===== src/rtl/seg7_pkg.sv =====
// Shared constants for seven-segment displays: hex glyphs (gfedcba, active
// low), the blank pattern and the all-digits-off anode pattern.
package seg7_pkg;

  localparam int unsigned NIBBLE_W = 4;
  localparam int unsigned SEG_W    = 7;
  localparam int unsigned AN_W     = 4;
  localparam int unsigned VALUE_W  = 16;

  localparam logic [SEG_W-1:0] GLYPH_0 = 7'b1000000;
  localparam logic [SEG_W-1:0] GLYPH_1 = 7'b1111001;
  localparam logic [SEG_W-1:0] GLYPH_2 = 7'b0100100;
  localparam logic [SEG_W-1:0] GLYPH_3 = 7'b0110000;
  localparam logic [SEG_W-1:0] GLYPH_4 = 7'b0011001;
  localparam logic [SEG_W-1:0] GLYPH_5 = 7'b0010010;
  localparam logic [SEG_W-1:0] GLYPH_6 = 7'b0000010;
  localparam logic [SEG_W-1:0] GLYPH_7 = 7'b1111000;
  localparam logic [SEG_W-1:0] GLYPH_8 = 7'b0000000;
  localparam logic [SEG_W-1:0] GLYPH_9 = 7'b0010000;
  localparam logic [SEG_W-1:0] GLYPH_A = 7'b0001000;
  localparam logic [SEG_W-1:0] GLYPH_B = 7'b0000011;
  localparam logic [SEG_W-1:0] GLYPH_C = 7'b1000110;
  localparam logic [SEG_W-1:0] GLYPH_D = 7'b0100001;
  localparam logic [SEG_W-1:0] GLYPH_E = 7'b0000110;
  localparam logic [SEG_W-1:0] GLYPH_F = 7'b0001110;

  // Indexed by nibble value: GLYPH_ROM[4'hA] == GLYPH_A.
  localparam logic [15:0][SEG_W-1:0] GLYPH_ROM = {
    GLYPH_F, GLYPH_E, GLYPH_D, GLYPH_C, GLYPH_B, GLYPH_A, GLYPH_9, GLYPH_8,
    GLYPH_7, GLYPH_6, GLYPH_5, GLYPH_4, GLYPH_3, GLYPH_2, GLYPH_1, GLYPH_0
  };

  localparam logic [SEG_W-1:0] SEG_BLANK = 7'h7F;
  localparam logic [AN_W-1:0]  AN_OFF    = 4'hF;

endpackage


===== src/rtl/hex_to_seg7.sv =====
// Combinational hex-digit decoder.
//   nibble  : 4-bit value 0..F
//   glyph_c : active-low segments {g,f,e,d,c,b,a}
module hex_to_seg7
  import seg7_pkg::*;
(
  input  logic [NIBBLE_W-1:0] nibble,
  output logic [SEG_W-1:0]    glyph_c
);

  always_comb begin
    glyph_c = GLYPH_ROM[nibble];
  end

endmodule


===== src/rtl/seg7_result_scan.sv =====
// Multiplexed four-digit hex display of the CPU result word with
// frame-synchronous (tear-free) updates and a debug hold.
//   external_clk : system clock (rising edge)
//   reset        : synchronous, active high
//   value        : result word; value_valid strobes a new one
//   hold         : ignore strobes, freeze the shown value, light dp on digit 0
//   an/seg/dp    : registered, active-low digit enables, segments, decimal point
module seg7_result_scan
  import seg7_pkg::*;
#(
  parameter int unsigned REFRESH_DIV   = 50000,
  parameter bit          BLANK_LEADING = 1'b1
) (
  input  logic               external_clk,
  input  logic               reset,
  input  logic [VALUE_W-1:0] value,
  input  logic               value_valid,
  input  logic               hold,
  output logic [AN_W-1:0]    an,
  output logic [SEG_W-1:0]   seg,
  output logic               dp
);

  localparam int unsigned CNT_W = $clog2(REFRESH_DIV);
  localparam logic [CNT_W-1:0] CNT_MAX = CNT_W'(REFRESH_DIV - 1);

  logic [CNT_W-1:0]    cnt;
  logic [1:0]          idx;
  logic [VALUE_W-1:0]  pend;
  logic [VALUE_W-1:0]  disp;
  logic                pend_full;

  logic                take_c;
  logic                wrap_c;
  logic                boundary_c;
  logic                blank_c;
  logic [NIBBLE_W-1:0] nibble_c;
  logic [SEG_W-1:0]    glyph_c;

  // Control decode and digit selection for the current idx.
  always_comb begin
    take_c     = value_valid && !hold;
    wrap_c     = (cnt == CNT_MAX);
    boundary_c = wrap_c && (idx == 2'd3);
    nibble_c   = disp[{idx, 2'b00} +: NIBBLE_W];
    // A digit is a leading zero when it and every more significant nibble are 0.
    blank_c    = BLANK_LEADING && (idx != 2'd0) && ((disp >> {idx, 2'b00}) == '0);
  end

  hex_to_seg7 u_dec (
    .nibble  (nibble_c),
    .glyph_c (glyph_c)
  );

  // Refresh counter, capture/display registers and output registers.
  always_ff @(posedge external_clk) begin
    if (reset) begin
      cnt       <= '0;
      idx       <= '0;
      pend      <= '0;
      pend_full <= 1'b0;
      disp      <= '0;
      an        <= AN_OFF;
      seg       <= SEG_BLANK;
      dp        <= 1'b1;
    end else begin
      cnt <= wrap_c ? '0 : cnt + CNT_W'(1);
      if (wrap_c) begin
        idx <= idx + 2'd1;
      end

      if (take_c) begin
        pend <= value;
      end

      // A take on the boundary bypasses pend straight into disp.
      if (boundary_c) begin
        pend_full <= 1'b0;
        if (take_c) begin
          disp <= value;
        end else if (pend_full) begin
          disp <= pend;
        end
      end else if (take_c) begin
        pend_full <= 1'b1;
      end

      an  <= ~(AN_W'(1) << idx);
      seg <= blank_c ? SEG_BLANK : glyph_c;
      dp  <= !(hold && (idx == 2'd0));
    end
  end

endmodule


===== config.mk =====
export PLATFORM = sky130hd
export DESIGN_NAME = seg7_result_scan
export DESIGN_NICKNAME = d
export VERILOG_FILES = /design/src/rtl/seg7_pkg.sv /design/src/rtl/hex_to_seg7.sv /design/src/rtl/seg7_result_scan.sv
export SDC_FILE = /design/constraint.sdc
export NUM_CORES = 1
export LEC_CHECK = 0
export ABC_CLOCK_PERIOD_IN_PS = 3800
export CAP_MARGIN = 20
export CORE_MARGIN = 1
export CORE_UTILIZATION = 55
export DETAILED_ROUTE_END_ITERATION = 8
export PLACE_DENSITY_LB_ADDON = 0.15
export SYNTH_ARGS = -nofsm -noshare
export SYNTH_HDL_FRONTEND = slang
export SYNTH_SLANG_ARGS = --single-unit

===== constraint.sdc =====
create_clock -name external_clk -period 3.8 [get_ports external_clk]
set_clock_uncertainty 0.2 [all_clocks]
set_input_delay 0.38 -clock external_clk [delete_from_list [all_inputs] [get_ports external_clk]]
set_output_delay 0.38 -clock external_clk [all_outputs]
set_load 0.01 [all_outputs]

==> results.py <==
metrics = {
    "power": {
        "total_power_mw": 1.29,
        "vdd_drop_max_uv": 272,
        "leakage_nw": 1.29,
        "power_density_nw_per_um2": 388,
    },
    "logic_synthesis": {
        "synthTopCellsByCount": "dfxtp_1 (63), nor2_1 (46), mux2i_1 (19), mux2_2 (17), nor2b_1 (17)",
        "syn_inst": 271,
        "synth_area_sq_um": 2790,
        "syn-num-nets": 301,
        "yosysSeqAreaShare_pct": 45.2,
        "avgSynthCellArea_sq_um": 10.3,
        "yosys.cell_count.top_type": "dfxtp_1",
        "ys_ff_latch": 63,
        "synth_ff_type": "dfxtp_1",
        "yosys.area.top_type": "dfxtp_1",
        "synth_top_area_share_pct": 45.2,
        "netlist_top_cells_area": "dfxtp_1 (45%), mux2_2 (6.9%), mux2i_1 (6.8%)",
        "yosys_warnings": 0,
        "synth.distinct_cells": 39,
        "synth_edf_count": 0,
        "async_flop_share_pct": 0,
    },
    "timing": {
        "fin_crit_ps": 3050,
        "finalMaxSlewViolations": 0,
        "hold_viol_final": 0,
        "setup_tns_ps": 0,
        "post-route-period-util_pct": 80.3,
        "slew_headroom_pct": 50.2,
        "tightest_slew_ps": 744,
        "rsz0062_at_grt": "false",
        "timing.hold.ws_ps": 263,
        "max_freq_mhz": 328,
        "setup_ws_ps": 748,
        "setup_viol": 0,
    },
    "drt": {
        "drtIter0Drc": 117,
        "post_drt_wl_per_cell_um": 12.9,
        "viasPerCell": 5.22,
        "remaining_drc_errors": 0,
        "num_vias": 1948,
        "drtAntennaViolNets": 0,
        "wl_um": 4810,
        "dr.pass1.iters": 4,
    },
    "die": {
        "rows": 25,
        "top_level_ports": 32,
        "die-area_sq_um": 5360,
        "die_x_um": 73.2,
        "start_util_pct": 57.9,
        "core_sq_um": 4820,
        "die_h_um": 73.2,
    },
    "cells_and_area": {
        "antennaDiodeCount": 0,
        "utilization_pct": 68.8,
        "syn2layout_area_growth_pct": 18.8,
        "final_layout_size_suffix_gt1_share_pct": 13.7,
        "finish.net_count": 335,
    },
    "cts": {
        "path_clk_slew_ps": 60,
        "clockBufferDepth": 2,
        "cts_buffers": 9,
        "clk_latency_ps": 330,
        "cts_repair_resize_count": 0,
        "cts_setup_buffers": 0,
        "h-tree-depth": 3,
        "cts.sinks": 63,
        "cts_tree": "yes",
        "cts-root-buf": "clkbuf_8",
        "ctsHoldBuffers": 0,
    },
    "grt": {
        "grt_pass1_vias": 1816,
        "grt_max_degree": 37,
        "antenna_found_initial": 0,
        "grt_overflow": 0,
        "grt_first_pass_wirelength_um": 8210,
        "track_usage_pct": 20.9,
    },
    "setup_path": {
        "critical-path-top-delay-family": "multiplexers",
        "crit_slowest_cell": "mux4_1",
        "start_kind": "flop",
        "required_ps": 3870,
        "cp.arrival_ps": 3120,
        "cp_max_fo": 13,
        "end_kind": "flop",
        "startpoint": "idx[0]",
        "reg2reg_from": "idx[0]",
        "cp_num_buf_inv": 2,
        "timing_worst_setup_path_type": "reg2reg",
        "path_cells": "mux4_1, inv_1, ha_1, nor4b_1, o21ai_0, o311ai_1, buf_4, nand3b_1",
        "critPathMaxStageDelay_ps": 730,
    },
    "place": {
        "post-place-ws_ps": 756,
        "hpwl_um": 3310,
        "port_buffers": 31,
        "finalWeightedCongestion": 0.831,
    },
    "min_path": {
        "hold_path_class": "reg2reg",
        "holdCritStartpoint": "cnt[0]",
    },
    "status": {
        "status": "finished, final reports clean",
    },
    "job": {
        "maxCapViolCount": 0,
    },
}
routing by layer:
layer / track usage (%) / wire length (um)
met4: 8.93 / 78
met1: 25.8 / 2260
met2: 31.7 / 2230
met5: 0 / 0
met3: 8.98 / 243
final timing paths:
path / to / slack [ps] / depth (start not counted)
worst min register to register: cnt[0] / 260 / 1
worst max-delay path: seg[0] / 750 / 8
worst min-delay path: cnt[0] / 260 / 1
worst max register to register: seg[0] / 750 / 8
cells by family after synthesis:
group | after synthesis | share of synthesized area (%)
flip-flops | 63 | 45.2
XOR/XNOR | 15 | 4.71
adder cells (fa/ha/maj) | 10 | 4.48
buffers and inverters | 22 | 3.86
multiplexers | 42 | 18.7
AND/OR/NAND/NOR | 109 | 20.1
AO/OA/AOI/OAI | 10 | 2.96
where the power goes:
part	switching (mW)	internal [mW]	leakage, nW
clock network	0.226	0.305	0.0899
registers	0.00564	0.677	0.513
logic	0.0319	0.0413	0.689
stage by stage:
stage	cell area, sq um	instances
final	3320	373
after global routing	3320	373
after CTS	3320	373
after detailed placement	3140	361
after global placement	3140	361
after floorplan	2790	271
worst reg2reg max path, cell delays in order (launching register included):
cell and delay [ps]:
dfxtp_1 610, mux4_1 730, inv_1 150, ha_1 220
nor4b_1 330, o21ai_0 150, o311ai_1 290, buf_4 190
nand3b_1 110
cell type report:
| class | instances | area, sq um |
|---|---|---|
| Inverter | 11 | 41.3 |
| Sequential cell | 63 | 1260 |
| Clock inverter | 2 | 35.0 |
| Fill cell | 384 | 1500 |
| Clock buffer | 10 | 138 |
| Multi-Input combinational cell | 186 | 1420 |
| Timing Repair Buffer | 34 | 333 |
| Tap cell | 67 | 83.8 |
cell usage in the layout, fill, tap and decap left out, types with 2 or more instances in the layout:
cell type / netlist / layout
ha_1: 10 / 10
nand4_1: 3 / 3
inv_1: 11 / 11
nor2_1: 46 / 46
nand3_1: 7 / 7
and3_1: 2 / 2
or3_1: 2 / 2
dfxtp_1: 63 / 63
nor4_1: 7 / 7
mux2_2: 17 / 17
nand2_1: 8 / 8
nor2b_1: 17 / 16
mux4_2: 2 / 2
a22oi_1: 2 / 2
mux4_1: 3 / 3
clkbuf_8: 0 / 10
xnor2_1: 13 / 13
mux2i_1: 19 / 19
clkdlybuf4s50_1: 0 / 31
nor4b_1: 3 / 3
nor3_1: 7 / 7
buf_4: 0 / 3
xor2_1: 2 / 2
state kept, by name (all words and copies together) (netlist names):
name,flops
an,4
dp,1
idx,2
pend,16
seg,7
pend_full,1
disp,16
cnt,16
Note: power is estimated with default switching activity, not from simulation.
